$ cat config.mk
export PLATFORM = sky130hd
export DESIGN_NAME = apb_bus_master
export DESIGN_NICKNAME = d
export VERILOG_FILES = /design/src/rtl/bus_pkg.sv /design/src/rtl/bus_addr_decoder.sv /design/src/rtl/apb_bus_master.sv
export SDC_FILE = /design/constraint.sdc
export NUM_CORES = 1
export LEC_CHECK = 0
export ABC_AREA = 0
export CORE_AREA = 2 2 123 125
export CTS_BUF_LIST = sky130_fd_sc_hd__clkbuf_16
export DETAILED_ROUTE_END_ITERATION = 8
export DIE_AREA = 0 0 125 127
export GPL_TIMING_DRIVEN = 0
export PLACE_DENSITY = 0.89
export SYNTH_ARGS = -nofsm -noshare
export SYNTH_HDL_FRONTEND = slang
export SYNTH_SLANG_ARGS = --single-unit
export TNS_END_PERCENT = 30
$ cat constraint.sdc
create_clock -name clk -period 5.3 [get_ports clk]
set_input_delay 1.06 -clock clk [delete_from_list [all_inputs] [get_ports clk]]
set_output_delay 1.06 -clock clk [all_outputs]
set_load 0.02 [all_outputs]
$ cat src/rtl/bus_pkg.sv
// Shared types and defaults for the core-to-APB bus masters.
package bus_pkg;

  localparam int          BUS_ADDR_W        = 32;
  localparam int          BUS_DATA_W        = 32;
  localparam logic [31:0] DEF_BASE_ADDR     = 32'h1000_0000;
  localparam int          DEF_SLV_SIZE_LOG2 = 12;

  typedef enum logic [1:0] {
    IDLE,
    SETUP,
    ACCESS,
    RESP
  } bus_state_e;

  // Request as latched from the core in IDLE.
  typedef struct packed {
    logic [BUS_ADDR_W-1:0]   addr;
    logic [BUS_DATA_W-1:0]   wdata;
    logic [BUS_DATA_W/8-1:0] be;
    logic                    we;
  } bus_req_t;

endpackage

$ cat src/rtl/bus_addr_decoder.sv
// Combinational address-to-slave decoder; zero latency, no handshake.
// Windows are 2**SLV_SIZE_LOG2 bytes each, packed upward from BASE_ADDR.
module bus_addr_decoder
  import bus_pkg::*;
#(
  parameter int                ADDR_W        = 32,
  parameter int                N_SLAVES      = 4,
  parameter logic [ADDR_W-1:0] BASE_ADDR     = DEF_BASE_ADDR,
  parameter int                SLV_SIZE_LOG2 = DEF_SLV_SIZE_LOG2,
  parameter int                IDX_W         = (N_SLAVES > 1) ? $clog2(N_SLAVES) : 1
) (
  input  logic [ADDR_W-1:0] addr,
  output logic [IDX_W-1:0]  idx,
  output logic              hit
);

  logic [ADDR_W-1:0] offset;
  logic [ADDR_W-1:0] idx_full;

  assign offset   = addr - BASE_ADDR;
  assign idx_full = offset >> SLV_SIZE_LOG2;
  // Below-base addresses wrap to a huge offset, so the lower bound is checked explicitly.
  assign hit      = (addr >= BASE_ADDR) && (idx_full < ADDR_W'(N_SLAVES));
  assign idx      = idx_full[IDX_W-1:0];

endmodule

$ cat src/rtl/apb_bus_master.sv
// Core simple-bus to APB bridge: latency 3 + wait states (1 for unmapped, TIMEOUT+3 on timeout).
// No backpressure to the core: one request at a time, transfer is ignored until back in IDLE.
module apb_bus_master
  import bus_pkg::*;
#(
  parameter int                ADDR_W        = 32,
  parameter int                DATA_W        = 32,
  parameter int                N_SLAVES      = 4,
  parameter logic [ADDR_W-1:0] BASE_ADDR     = DEF_BASE_ADDR,
  parameter int                SLV_SIZE_LOG2 = DEF_SLV_SIZE_LOG2,
  parameter int                TIMEOUT       = 255
) (
  input  logic                       clk,
  input  logic                       reset,
  input  logic                       transfer,
  input  logic                       busWe,
  input  logic [ADDR_W-1:0]          busAddr,
  input  logic [DATA_W-1:0]          busWData,
  input  logic [DATA_W/8-1:0]        busBe,
  output logic [DATA_W-1:0]          busRData,
  output logic                       ready,
  output logic                       busErr,
  output logic [ADDR_W-1:0]          PADDR,
  output logic [DATA_W-1:0]          PWDATA,
  output logic [DATA_W/8-1:0]        PSTRB,
  output logic                       PWRITE,
  output logic                       PENABLE,
  output logic [N_SLAVES-1:0]        PSEL,
  input  logic [N_SLAVES*DATA_W-1:0] PRDATA,
  input  logic [N_SLAVES-1:0]        PREADY,
  input  logic [N_SLAVES-1:0]        PSLVERR
);

  localparam int IDX_W = (N_SLAVES > 1) ? $clog2(N_SLAVES) : 1;
  localparam int CNT_W = $clog2(TIMEOUT + 2);
  localparam logic [ADDR_W-1:0] OFS_MASK = (ADDR_W'(1) << SLV_SIZE_LOG2) - ADDR_W'(1);

  bus_state_e        state;
  bus_req_t          req;
  logic [IDX_W-1:0]  sel_idx;
  logic [CNT_W-1:0]  wait_cnt;

  logic [IDX_W-1:0]  dec_idx;
  logic              dec_hit;
  logic              sel_ready;
  logic              sel_err;
  logic [DATA_W-1:0] sel_rdata;

  bus_addr_decoder #(
    .ADDR_W        (ADDR_W),
    .N_SLAVES      (N_SLAVES),
    .BASE_ADDR     (BASE_ADDR),
    .SLV_SIZE_LOG2 (SLV_SIZE_LOG2),
    .IDX_W         (IDX_W)
  ) u_dec (
    .addr (busAddr),
    .idx  (dec_idx),
    .hit  (dec_hit)
  );

  assign sel_ready = PREADY[sel_idx];
  assign sel_err   = PSLVERR[sel_idx];
  assign sel_rdata = PRDATA[sel_idx*DATA_W +: DATA_W];

  // APB address/data come straight from the request register, so they hold from SETUP to RESP.
  assign PADDR  = ADDR_W'(req.addr) & OFS_MASK;
  assign PWDATA = DATA_W'(req.wdata);
  assign PWRITE = req.we;
  assign PSTRB  = req.we ? (DATA_W/8)'(req.be) : '0;

  always_ff @(posedge clk or posedge reset) begin
    if (reset) begin
      state    <= IDLE;
      req      <= '0;
      sel_idx  <= '0;
      wait_cnt <= '0;
      PSEL     <= '0;
      PENABLE  <= 1'b0;
      ready    <= 1'b0;
      busErr   <= 1'b0;
      busRData <= '0;
    end else begin
      case (state)
        IDLE: begin
          if (transfer) begin
            req.addr  <= BUS_ADDR_W'(busAddr);
            req.wdata <= BUS_DATA_W'(busWData);
            req.be    <= (BUS_DATA_W/8)'(busBe);
            req.we    <= busWe;
            if (dec_hit) begin
              sel_idx  <= dec_idx;
              PSEL     <= N_SLAVES'(1) << dec_idx;
              wait_cnt <= '0;
              state    <= SETUP;
            end else begin
              ready    <= 1'b1;
              busErr   <= 1'b1;
              busRData <= '0;
              state    <= RESP;
            end
          end
        end
        SETUP: begin
          PENABLE <= 1'b1;
          state   <= ACCESS;
        end
        ACCESS: begin
          // PREADY is checked first so a slave answering on the last allowed cycle still completes.
          if (sel_ready) begin
            PSEL     <= '0;
            PENABLE  <= 1'b0;
            ready    <= 1'b1;
            busErr   <= sel_err;
            busRData <= req.we ? '0 : sel_rdata;
            state    <= RESP;
          end else if ((TIMEOUT != 0) && (wait_cnt == CNT_W'(TIMEOUT))) begin
            PSEL     <= '0;
            PENABLE  <= 1'b0;
            ready    <= 1'b1;
            busErr   <= 1'b1;
            busRData <= '0;
            state    <= RESP;
          end else begin
            wait_cnt <= wait_cnt + 1'b1;
          end
        end
        RESP: begin
          ready  <= 1'b0;
          busErr <= 1'b0;
          state  <= IDLE;
        end
        default: state <= IDLE;
      endcase
    end
  end

endmodule

; ---- Word level (Yosys, flattened, before mapping)
; Cells that the tools add are included.
[totals]
register_bits = 101
input_bits = 208
out_inout_bits = 108
word_cells = 78
[classes]
n_addsub = 2
n_lt_le_gt_ge = 3
eq_ne = 10
shift = 2
n_mux = 36
reduce_logical = 13
[op_table]
columns = operator, n
row1 = $mux 32, 5
row2 = $shiftx 128x8->32, 1
row3 = $pmux 32 s2, 1
row4 = $mux 9, 4
row5 = $ge 32x29->1 const B, 1
row6 = $sub 32x29->32 const B, 1
row7 = $lt 20x3->1 const B, 1
row8 = $mux 4, 5
row9 = $pmux 9 s2, 1
row10 = $reduce_and 4->1, 3
row11 = $ne 2x2->1 const B, 5
row12 = $add 9x1->9 const B, 1
row13 = $eq 9x8->1 const B, 1
row14 = $mux 1, 9
row15 = $mux 2, 4
row16 = $pmux 2 s4, 1
row17 = $pmux 4 s2, 1
row18 = $pmux 1 s3, 2
row19 = $reduce_and 2->1, 3
row20 = $reduce_and 5->1, 1
row21 = $bmux 1 s2, 2
row22 = $eq 2x2->1 const B, 2
row23 = $reduce_bool 2->1, 2
row24 = $shl 1x2->4 const A, 1
row25 = 8 further kinds, 8

; ---- Longest topological paths before layout
; Gate-level depths: netlist of run 1.
[depth]
word_depth = 6
mapped_depth = 10
mapped_depth_nobuf = 9

; ---- Cells and area by module
; Synthesis of run 1 repeated with hierarchy kept, for this count alone.
[unflattened]
cells_unflattened = 500
area_unflattened_um2 = 5786.8
[by_module_without_submodules]
columns = module, instances, cells_each, area_per_inst_um2, seq_area_each_um2
row1 = apb_bus_master, 1, 488, 5703.0, 2527.4
row2 = bus_addr_decoder, 1, 12, 83.8, 0.0

; ---- Least setup slack after synthesis of run 1
; OpenSTA, ideal clock, no wires.
[synth_timing]
kind = input to register
from = input port PREADY[3]
to = register busErr
setup_time_ns = 0.128
arrival_ns = 2.463
required_ns = 5.172
slack_ns = 2.709
stages = 6
n_path_buf = 1
path_cell_list = mux4_2 > or2_1 > buf_2 > o22ai_2 > nor3_1 > mux2_1
[synth_via]
elab_chain_len = 4
elab_cells_between_ends = 6
cone_classes = eq/ne (1) / mux (4) / reduce/logical (1)
[synth_rtl]
columns = element, line
row1 = "start, declared", apb_bus_master.sv:30  ; input logic [N_SLAVES-1:0] PREADY,
row2 = $bmux 1 s2 *, apb_bus_master.sv:61  ; assign sel_ready = PREADY[sel_idx];
row3 = $mux 1 (implied by the code) *, apb_bus_master.sv:61
row4 = $ne 3x3->1 (no source line) / $mux 1 (equally long branches), --
row5 = $reduce_and 4->1 (no source line) / $pmux 1 s3 (equally long branches), --
row6 = "end signal, assigned", apb_bus_master.sv:113  ; busErr <= sel_err;
row7 = "end, declared", apb_bus_master.sv:22  ; output logic busErr,
; Mark *: on every way between the ends. The rest lies on a longest branch, timed or not. The select of a mux whose other input is x is not followed.
; A chain may end at the register's enable or synchronous reset.

; ---- Final worst setup path of run 1
[layout_timing]
from = input port transfer
to = register busRData[20]
[layout_via]
elab_chain_len = 2
[layout_rtl]
columns = element, line
row1 = "start, declared", apb_bus_master.sv:15  ; input logic transfer,
row2 = $ne 2x2->1 (no source line), --
row3 = $reduce_and 4->1 (no source line), --
row4 = "end signal, assigned", apb_bus_master.sv:114  ; busRData <= req.we ? '0 : sel_rdata;
row5 = "end, declared", apb_bus_master.sv:20  ; output logic [DATA_W-1:0] busRData,
; No other way between the ends.

==> results of run 1 <==
layer usage:
metal | up-vias | track usage | share of wire
li1 | 2164 | - | -
met1 | 2171 | 0.219 | 0.37
met2 | 225 | 0.353 | 0.53
met3 | 15 | 0.0444 | 0.073
met4 | 0 | 0.0542 | 0.019
met5 | - | 0 | 0
kinds of logic after synthesis:
group	synth area share
AO/OA/AOI/OAI	0.0436
adder cells (fa/ha/maj)	0.0133
buffers and inverters	0.110
flip-flops	0.447
multiplexers	0.304
other	0.000663
AND/OR/NAND/NOR	0.0816
layout make-up:
cell class | instances | area [µm²] | area share
repair buffers | 296 | 2980 | 0.323
multi-input cells | 261 | 2580 | 0.280
flip-flops and latches | 101 | 2530 | 0.274
plain buffers | 88 | 583 | 0.0633
well taps | 184 | 230 | 0.0250
clock buffers | 9 | 225 | 0.0244
clock inverters | 7 | 51.3 | 0.00557
inverters | 10 | 40.0 | 0.00434
worst max path at each step:
stage                start           end  slack (ps)  depth (start not counted)
2_1_floorplan        reset      PADDR[0]        1590                          1
6_report          transfer  busRData[20]        2290                          5
3_3_place_gp         reset   busRData[5]         -10                          2
5_1_grt        busAddr[26]   busRData[5]        2170                          7
4_1_cts           transfer  busRData[21]        2230                          5
3_5_place_dp      transfer  busRData[20]        1860                          5
placed cells by master, fill, tap and decap left out, types with 2 or more instances in the layout:
cell type	n
buf_2	4
buf_4	64
and3_1	4
nor2b_1	32
nor4_1	4
clkdlybuf4s50_1	295
o2bb2ai_1	2
mux4_2	34
or4_1	2
nor3_1	4
mux2_2	82
inv_1	10
dfrtp_1	101
a32o_1	2
buf_1	3
nand2_1	13
nand3_1	4
clkbuf_16	9
o21ai_0	9
o211ai_1	2
nor2_1	5
nand3b_1	4
conb_1	20
mux2_1	2
clkinvlp_4	3
clkbuf_1	16
and2_1	4
a21oi_1	8
o31ai_1	2
ha_1	6
power by group:
group | total, mW | internal (mW) | switching (mW) | leakage, nW
clock network | 0.615 | 0.321 | 0.294 | 0.131
registers | 1.28 | 1.09 | 0.184 | 1.28
logic | 2.24 | 1.26 | 0.978 | 2.44
total | 4.13 | 2.67 | 1.46 | 3.84
registers in the layout, indices dropped and copies added (netlist names):
| register | count |
|---|---|
| PWDATA | 32 |
| busRData | 32 |
| PADDR | 12 |
| wait_cnt | 9 |
| PSEL | 4 |
| req | 4 |
| sel_idx | 2 |
| state | 2 |
| PENABLE | 1 |
| PWRITE | 1 |
| busErr | 1 |
| ready | 1 |
stage by stage:
| stage | power, mW | utilization | instances | setup WS [ps] |
|---|---|---|---|---|
| after CTS | 4.18 | 0.639 | 956 | 2230 |
| after global routing | 4.38 | 0.639 | 956 | 2170 |
| after floorplan | 2.60 | - | 460 | 1590 |
| final | 4.13 | 0.639 | 956 | 2290 |
| after detailed placement | 3.56 | 0.620 | 940 | 1860 |
| after global placement | 3.49 | 0.618 | 939 | -9.54 |
worst max-delay path, delay by kind of cell:
family          cells  cell delay (ps)
compound gates      1              630
simple gates        1              300
mux                 1              370
buf+inv             2              870
==> summary.md, run 1 <==
| Metric | Value |
|---|---|
| Clk sinks | roughly 100 |
| Setup crit end kind | register |
| Most common cell in the netlist | dfrtp_1 |
| Final wirelength | between 15000 and 20000 µm |
| Final Hold Vio Count | 0 |
| TritonCTS clock tree | built |
| Mapped Area | between 0.005 and 0.006 mm² |
| Resize count post-CTS | 0 |
| Placed inst area | 0.00894 mm² |
| Max VDD drop | 178 µV |
| Initial Utilization | 0.392 |
| Leakage | 3.84 nW |
| Die X | ~130 µm |
| Share of Yosys cell area claimed by the top area cell type | 0.447 |
| Hold path depth | 1 |
| Post-Syn Area per Cell | about 13 µm² |
| Post-synth top flop | dfrtp_1 |
| Arrival @ worst endpoint | between 3000 and 4000 ps |
| R2R Path End | busRData[20] |
| Type of origin of the critical path | input pin |
| Vias | approximately 4.6k |
| Largest net degree at the start of global routing | just over 70 |
| WS Path Type | in -> reg |
| CTS Buf Count | 9 |
| Antenna-violating nets left | 0 |
| Synth top cells by count | dfrtp_1, mux2_2, buf_4 |
| Min Tclk post-route | 3010 ps |
| Port bufs | a little under 300 |
| Register bit total from synthesis | approximately 100 |
| RSZ-0062 raised after global routing | false |
| Fin area | between 0.009 and 0.01 mm² |
| Max clock buf depth | 2 |
| Slew @ Worst Pin | roughly 770 ps |
| Drt first pass iters | 5 |
| Number of DRC markers in iteration 0 | roughly 230 |
| Routed vias/inst | 4.79 |
| Worst reg2reg path depth | 9 |
| Register area share after synthesis | 0.447 |
| ANT cells | 0 |
| Gpl congestion | roughly 0.80 |
| Hold Path Origin | PSEL[0] |
| WHS | around 500 ps |
| Die height | about 130 µm |
| YS warnings | 0 |
| I/O pins | roughly 320 |
| Clock Skew | 6.28 ps |
| Post-synth top area cell | dfrtp_1 |
| Flop2flop setup slack | about 2400 ps |
| Setup TNS | 0 ps |
| Core area | 0.0144 mm² |
| Max incr delay on CP | 630 ps |
| Hold EP | PSEL[0] |
| Die area | roughly 0.016 mm² |
| Fillers | 1134 |
| Final setup fails | 0 |
| Initial antenna violation count | 0 |
| Total GRT Usage | 0.190 |
| Outcome | completed |
| Hold-fix buffers at CTS | 0 |
| Global-route wire length before repair | 24100 µm |
| Slew HR | 0.485 |
| Final Slew Violations | 0 |
| Vias in the first global route | ~4.8k |
| Crit-path slowest cell | a221oi_2 |
| # H-tree levels | 3 |
| R2R Path Start | wait_cnt[0] |
| PD cells | 448 mW/mm² |
| Post-synth EDFFs | 0 |
| Ranking of synthesized cells by area | dfrtp_1, mux2_2, mux4_2 |
| CP max FO | 10 |
| Period utilization | 0.568 |
| HPWL Detailed | between 10000 and 15000 µm |
| Post-synth ARST share | 1.00 |
| Layout cell share with drive strength beyond 1 | 0.266 |
| Required @ worst endpoint | 5530 ps |
| Clock transition at path regs | 70 ps |
| Post-CTS setup buffer count | 0 |
| Rows | 44 |
| Crit path cell chain | clkdlybuf4s50_1, nand2_1, a221oi_2, buf_2, mux2_2 |
| Grt total ovfl | 0 |
| P&R area growth vs syn | 63.0% |
| Post-synthesis cell type count | 44 |
| Peak Freq | 332 MHz |
| Skew-Pair Late Insertion Delay | roughly 340 ps |
| Clock root buffer | clkbuf_16 |
| Post-Synthesis Cells | 441 |
| Worst min-delay path class | reg -> reg |
| # DRC | 0 |
| Max_cap viols | 0 |
| Nets | a little under 1k |
| WL/cell | between 15 and 20 µm |
(Power assumes the default switching activity.)
==> run 2: changes to the inputs <==
- CORE_AREA: 2 2 123 125 -> 2 2 120 145
- DIE_AREA: 0 0 125 127 -> 0 0 122 147
- PLACE_DENSITY: 0.89 -> 0.84
- clock period: 5.3 -> 2.7 ns (I/O delays scaled with it)
==> summary.md, run 2 (synthesis results as in run 1) <==
| Metric | Value |
|---|---|
| Util after Layout | 0.564 (was 0.639) |
| Final setup fails | 0 (unchanged) |
| Peak Freq | ~380 MHz |
| Slew HR | 0.393 (was 0.485) |
| Die X | 122 µm (was 125 µm) |
| Fillers | 1413 (was 1134) |
| Final Slew Violations | 0 (unchanged) |
| Final wirelength | 17000 µm (was 15100 µm) |
| Initial Utilization | 0.341 (was 0.392) |
| Crit path cell chain | ha_2, and3_1, and3_1, and3_1, ha_2, nor2_4, a221oi_4, buf_4, buf_4, buf_4, mux2_2 (was clkdlybuf4s50_1, nand2_1, a221oi_2, buf_2, mux2_2) |
| Delay-heaviest family, CP | simple AND/OR/NAND/NOR gates (was buffers and inverters) |
| TritonCTS clock tree | built (unchanged) |
| Setup crit end kind | register (unchanged) |
| Flip-flop and latch area | 0.00253 mm² (unchanged) |
| I/O pins | 316 (unchanged) |
| Hold Path Origin | wait_cnt[7] (was PSEL[0]) |
| Die height | 147 µm (was 127 µm) |
| Vias in the first global route | 4823 (was 4797) |
| Flop2flop setup slack | 100 ps (was 2400 ps) |
| Rows | 52 (was 44) |
| Antenna-violating nets left | 0 (unchanged) |
| Multi-input logic area | 0.00263 mm² (was 0.00258 mm²) |
| # H-tree levels | 3 (unchanged) |
| Max_cap viols | 0 (unchanged) |
| Hold path depth | 1 (unchanged) |
| Outcome | completed (unchanged) |
| WL/cell | 17.1 µm (was 15.8 µm) |
| Arrival @ worst endpoint | 2820 ps (was 3240 ps) |
| Hold-fix buffers at CTS | 0 (unchanged) |
| Hold EP | wait_cnt[7] (was PSEL[0]) |
| CTS Buf Count | 9 (unchanged) |
| Slew @ Worst Pin | 911 ps (was 772 ps) |
| Layout cell share with drive strength beyond 1 | 0.271 (was 0.266) |
| Commonest non-fill, non-tap cell in the layout | clkdlybuf4s50_1 (unchanged) |
| Die area | 0.0179 mm² (was 0.0159 mm²) |
| Post-Layout Cell Count | 991 (was 956) |
| Max VDD drop | 501 µV (was 178 µV) |
| Clock root buffer | clkbuf_16 (unchanged) |
| Number of DRC markers in iteration 0 | 272 (was 232) |
| Port bufs | 295 (unchanged) |
| Clock Skew | 11.4 ps (was 6.28 ps) |
| Inst Count DP | 973 (was 940) |
| Largest net degree at the start of global routing | 38 (was 71) |
| Worst min-delay path class | reg -> reg (unchanged) |
| Clk sinks | 101 (unchanged) |
| Gpl congestion | 0.809 (was 0.799) |
| R2R Path Start | wait_cnt[0] (unchanged) |
| Leakage | 3.88 nW (was 3.84 nW) |
| Initial antenna violation count | 1 (was 0) |
| Core area | 0.0166 mm² (was 0.0144 mm²) |
| Min Tclk post-route | approximately 2600 ps |
| Vias | 4663 (was 4575) |
| RSZ-0062 raised after global routing | true (was false) |
| Buf+Inv Stages, Crit Path | 3 (was 2) |
| # DRC | 0 (unchanged) |
| R2R Path End | busRData[14] (was busRData[20]) |
| Grt total ovfl | 0 (unchanged) |
| Skew-Pair Late Insertion Delay | 340 ps (about the same) |
| Type of origin of the critical path | register (was input pin) |
| Clock transition at path regs | 70 ps (about the same) |
| Most frequent cells in the layout | clkdlybuf4s50_1, dfrtp_1, mux2_2 (unchanged) |
| Drt first pass iters | 4 (was 5) |
| WS Path Type | reg -> reg (was in -> reg) |
| Placed inst area | 0.00899 mm² (was 0.00894 mm²) |
| Routed vias/inst | 4.71 (was 4.79) |
| Total GRT Usage | 0.188 (was 0.190) |
| PD cells | 888 mW/mm² (was 448 mW/mm²) |
| Crit-path slowest cell | dfrtp_1 (was a221oi_2) |
| Final Hold Vio Count | 0 (unchanged) |
| Fin area | 0.00936 mm² (was 0.00922 mm²) |
| Max incr delay on CP | 420 ps (was 630 ps) |
| Worst reg2reg path depth | 11 (was 9) |
| CP max FO | 6 (was 10) |
| Required @ worst endpoint | 2920 ps (was 5530 ps) |
| Global-route wire length before repair | 25900 µm (was 24100 µm) |
| P&R area growth vs syn | 65.4% (was 63.0%) |
| Max clock buf depth | 2 (unchanged) |
| HPWL Detailed | 13600 µm (was 12500 µm) |
| Nets | 985 (was 981) |
| Period utilization | 0.965 |
run 2: per-layer routing:
| layer | share of wire | up-vias | track usage |
|---|---|---|---|
| met4 | 0.026 | 0 | 0.0684 |
| li1 | - | 2170 | - |
| met5 | 0 | - | 0 |
| met1 | 0.39 | 2289 | 0.224 |
| met2 | 0.52 | 170 | 0.325 |
| met3 | 0.069 | 34 | 0.0474 |
run 2: area by class of cell:
class / count / area share
antenna: 1 / 0.000267
clock inverter: 5 / 0.00481
clock buffer: 9 / 0.0241
inverter: 10 / 0.00441
multi-input combinational: 261 / 0.281
sequential: 101 / 0.270
tap: 216 / 0.0289
buffer: 88 / 0.0644
timing repair buffer: 300 / 0.322
run 2: through the flow:
stage | total power [mW] | TNS, ps | setup WS [ps] | hold slack (ps)
after CTS | 8.29 | 0 | 37.5 | 475
after global placement | 6.86 | -24760 | -240 | 464
after global routing | 8.77 | -118 | -17.5 | 507
after detailed placement | 6.98 | -7450 | -287 | 467
final | 8.31 | 0 | 95.7 | 473
after floorplan | 5.10 | 0 | 278 | 439
run 2: worst max path at each step:
stage | from | end | slack (ps) | cells after the start
4_1_cts | wait_cnt[0] | busRData[20] | 40 | 9
3_5_place_dp | transfer | busRData[20] | -290 | 5
3_3_place_gp | transfer | busRData[20] | -240 | 5
5_1_grt | sel_idx[1] | busRData[5] | -20 | 7
6_report | wait_cnt[0] | busRData[14] | 100 | 11
2_1_floorplan | wait_cnt[0] | busErr | 280 | 10
run 2: where the power goes:
group	switching, mW	internal (mW)	leakage (nW)
combinational	2.00	2.58	2.47
clock	0.544	0.696	0.135
sequential	0.342	2.15	1.28
total	2.88	5.42	3.88
run 2: what timing repair did:
action	4_1_cts	5_1_grt
endpoints found under the hold margin	0	0
setup endpoints to repair	30	36
resized for setup	5	12
pin swaps	1	1
setup buffers	1	2
==> run 3: changes to the inputs <==
- GPL_TIMING_DRIVEN: 0 -> not set
==> summary.md, run 3 (synthesis results as in run 1) <==
| Metric | Value |
|---|---|
| I/O pins | 316 (unchanged) |
| Leakage | 3.65 nW (was 3.88 nW) |
| Outcome | completed (unchanged) |
| Die height | 147 µm (unchanged) |
| Rows | 52 (unchanged) |
| Die area | 0.0179 mm² (unchanged) |
| CTS Buf Count | 9 (unchanged) |
| Core area | 0.0166 mm² (unchanged) |
| Period utilization | 0.917 (was 0.965) |
| Clock transition at path regs | 70 ps (about the same) |
| Dpl ws | -290 ps (was -287 ps) |
| Slew @ Worst Pin | 699 ps (was 911 ps) |
| Final worst slack | 223 ps (was 95.7 ps) |
| Hold-fix buffers at CTS | 0 (unchanged) |
| Initial antenna violation count | 0 (was 1) |
| TritonCTS clock tree | built (unchanged) |
| Vias | 4379 (was 4663) |
| Port bufs | 295 (unchanged) |
| RSZ-0062 raised after global routing | false (was true) |
| Drt first pass iters | 4 (unchanged) |
| Min Tclk post-route | 2480 ps (was 2600 ps) |
| Grt total ovfl | 0 (unchanged) |
| Buf+Inv Stages, Crit Path | 1 (was 3) |
| Peak Freq | 404 MHz (was 384 MHz) |
| Crit path top cell by count | and3_1 |
| Crit path cell chain | ha_1, and3_1, and3_1, and3_1, ha_1, buf_4, or2_1, or4_1, o211ai_1 (was ha_2, and3_1, and3_1, and3_1, ha_2, nor2_4, a221oi_4, buf_4, buf_4, buf_4, mux2_2) |
| Slew HR | 0.534 (was 0.393) |
| Clk sinks | 101 (unchanged) |
| Antenna-violating nets left | 0 (unchanged) |
| Max clock buf depth | 2 (unchanged) |
| Die X | 122 µm (unchanged) |
| Gpl congestion | 0.820 (was 0.809) |
| Total GRT Usage | 0.180 (was 0.188) |
| Resize count post-CTS | 0 (was 5) |
| P&R area growth vs syn | 58.1% (was 65.4%) |
| Clock root buffer | clkbuf_16 (unchanged) |
| Layout cell share with drive strength beyond 1 | 0.236 (was 0.271) |
| Final wirelength | 16200 µm (was 17000 µm) |
| Largest net degree at the start of global routing | 55 (was 38) |
| Delay-heaviest family, CP | simple AND/OR/NAND/NOR gates (unchanged) |
| PD cells | 877 mW/mm² (was 888 mW/mm²) |
| # H-tree levels | 3 (unchanged) |
| Max VDD drop | 367 µV (was 501 µV) |
| HPWL Detailed | 12700 µm (was 13600 µm) |
| Skew-Pair Late Insertion Delay | 350 ps (was 340 ps) |
| WS Path Type | reg -> reg (unchanged) |
| Clock Skew | 6.70 ps (was 11.4 ps) |
| WL/cell | 17.4 µm (was 17.1 µm) |
| Max incr delay on CP | 480 ps (was 420 ps) |
| Most frequent cells in the layout | clkdlybuf4s50_1, dfrtp_1, mux2_2 (unchanged) |
| Required @ worst endpoint | 2970 ps (was 2920 ps) |
| Max_cap viols | 0 (unchanged) |
| Setup crit end kind | register (unchanged) |
| Final setup fails | 0 (unchanged) |
| Initial Utilization | 0.341 (unchanged) |
| Vias in the first global route | 4558 (was 4823) |
| ANT cells | 0 (was 1) |
| Routed vias/inst | 4.70 (was 4.71) |
| Number of DRC markers in iteration 0 | 212 (was 272) |
| Final Hold Vio Count | 0 (unchanged) |
| Global-route wire length before repair | 24500 µm (was 25900 µm) |
| Nets | 925 (was 985) |
| # DRC | 0 (unchanged) |
| Type of origin of the critical path | register (unchanged) |
| Flop2flop setup slack | 220 ps (was 100 ps) |
| Final Slew Violations | 0 (unchanged) |
| Placed inst area | 0.00865 mm² (was 0.00899 mm²) |
| CP max FO | 3 (was 6) |
| Commonest non-fill, non-tap cell in the layout | clkdlybuf4s50_1 (unchanged) |
| Arrival @ worst endpoint | 2740 ps (was 2820 ps) |
| Fin area | 0.00894 mm² (was 0.00936 mm²) |
| Crit-path slowest cell | or4_1 (was dfrtp_1) |
| Worst min-delay path class | reg -> reg (unchanged) |
[run 3: final timing paths]
check                             from           end  cells after the start
max in group asynchronous        reset  busRData[28]                      3
max                        wait_cnt[0]   wait_cnt[3]                      9
min in group asynchronous        reset    PWDATA[15]                      3
max reg2reg                wait_cnt[0]   wait_cnt[3]                      9
min reg2reg                wait_cnt[7]   wait_cnt[7]                      1
min                        wait_cnt[7]   wait_cnt[7]                      1
[run 3: per-layer routing]
metal | up-vias | track usage | share of wire
li1 | 2041 | - | -
met1 | 2175 | 0.213 | 0.39
met2 | 148 | 0.323 | 0.53
met3 | 15 | 0.0415 | 0.068
met4 | 0 | 0.0523 | 0.014
met5 | - | 0 | 0
[run 3: report_power, final]
part	switching [mW]	internal, mW	leakage (nW)
Combinational	1.90	2.22	2.23
Sequential	0.330	2.15	1.27
Clock	0.549	0.705	0.145
Total	2.78	5.07	3.65
[run 3: final cells by class]
cell class,count,area [µm²]
timing repair buffer,328,3230
sequential,101,2530
clock inverter,7,58.8
fill,1415,7650
tap,216,270
inverter,10,41.3
multi-input combinational,261,2590
clock buffer,9,225
[run 3: metrics by stage]
| step | utilization | power [mW] | instances | TNS, ps | hold slack (ps) |
|---|---|---|---|---|---|
| finish | 0.539 | 7.85 | 932 | 0 | 483 |
| global route | 0.539 | 8.30 | 932 | 0 | 486 |
| CTS | 0.539 | 7.94 | 932 | 0 | 484 |
| detailed placement | 0.521 | 6.64 | 914 | -6680 | 475 |
| global placement | 0.521 | 6.53 | 914 | -5380 | 458 |
| floorplan | - | 5.10 | 460 | 0 | 439 |
[run 3: repair_timing]
| item | in CTS | in global routing |
|---|---|---|
| buffers inserted | 2 | 0 |
| hold endpoints to repair | 0 | 0 |
| setup endpoints to repair | 20 | 0 |
[run 3: worst register-to-register path, stage by stage (launching register included)]
cell and delay, ps:
dfrtp_1 380, ha_1 210, and3_1 190, and3_1 200, and3_1 180, ha_1 200, buf_4 140, or2_1 260
or4_1 480, o211ai_1 160
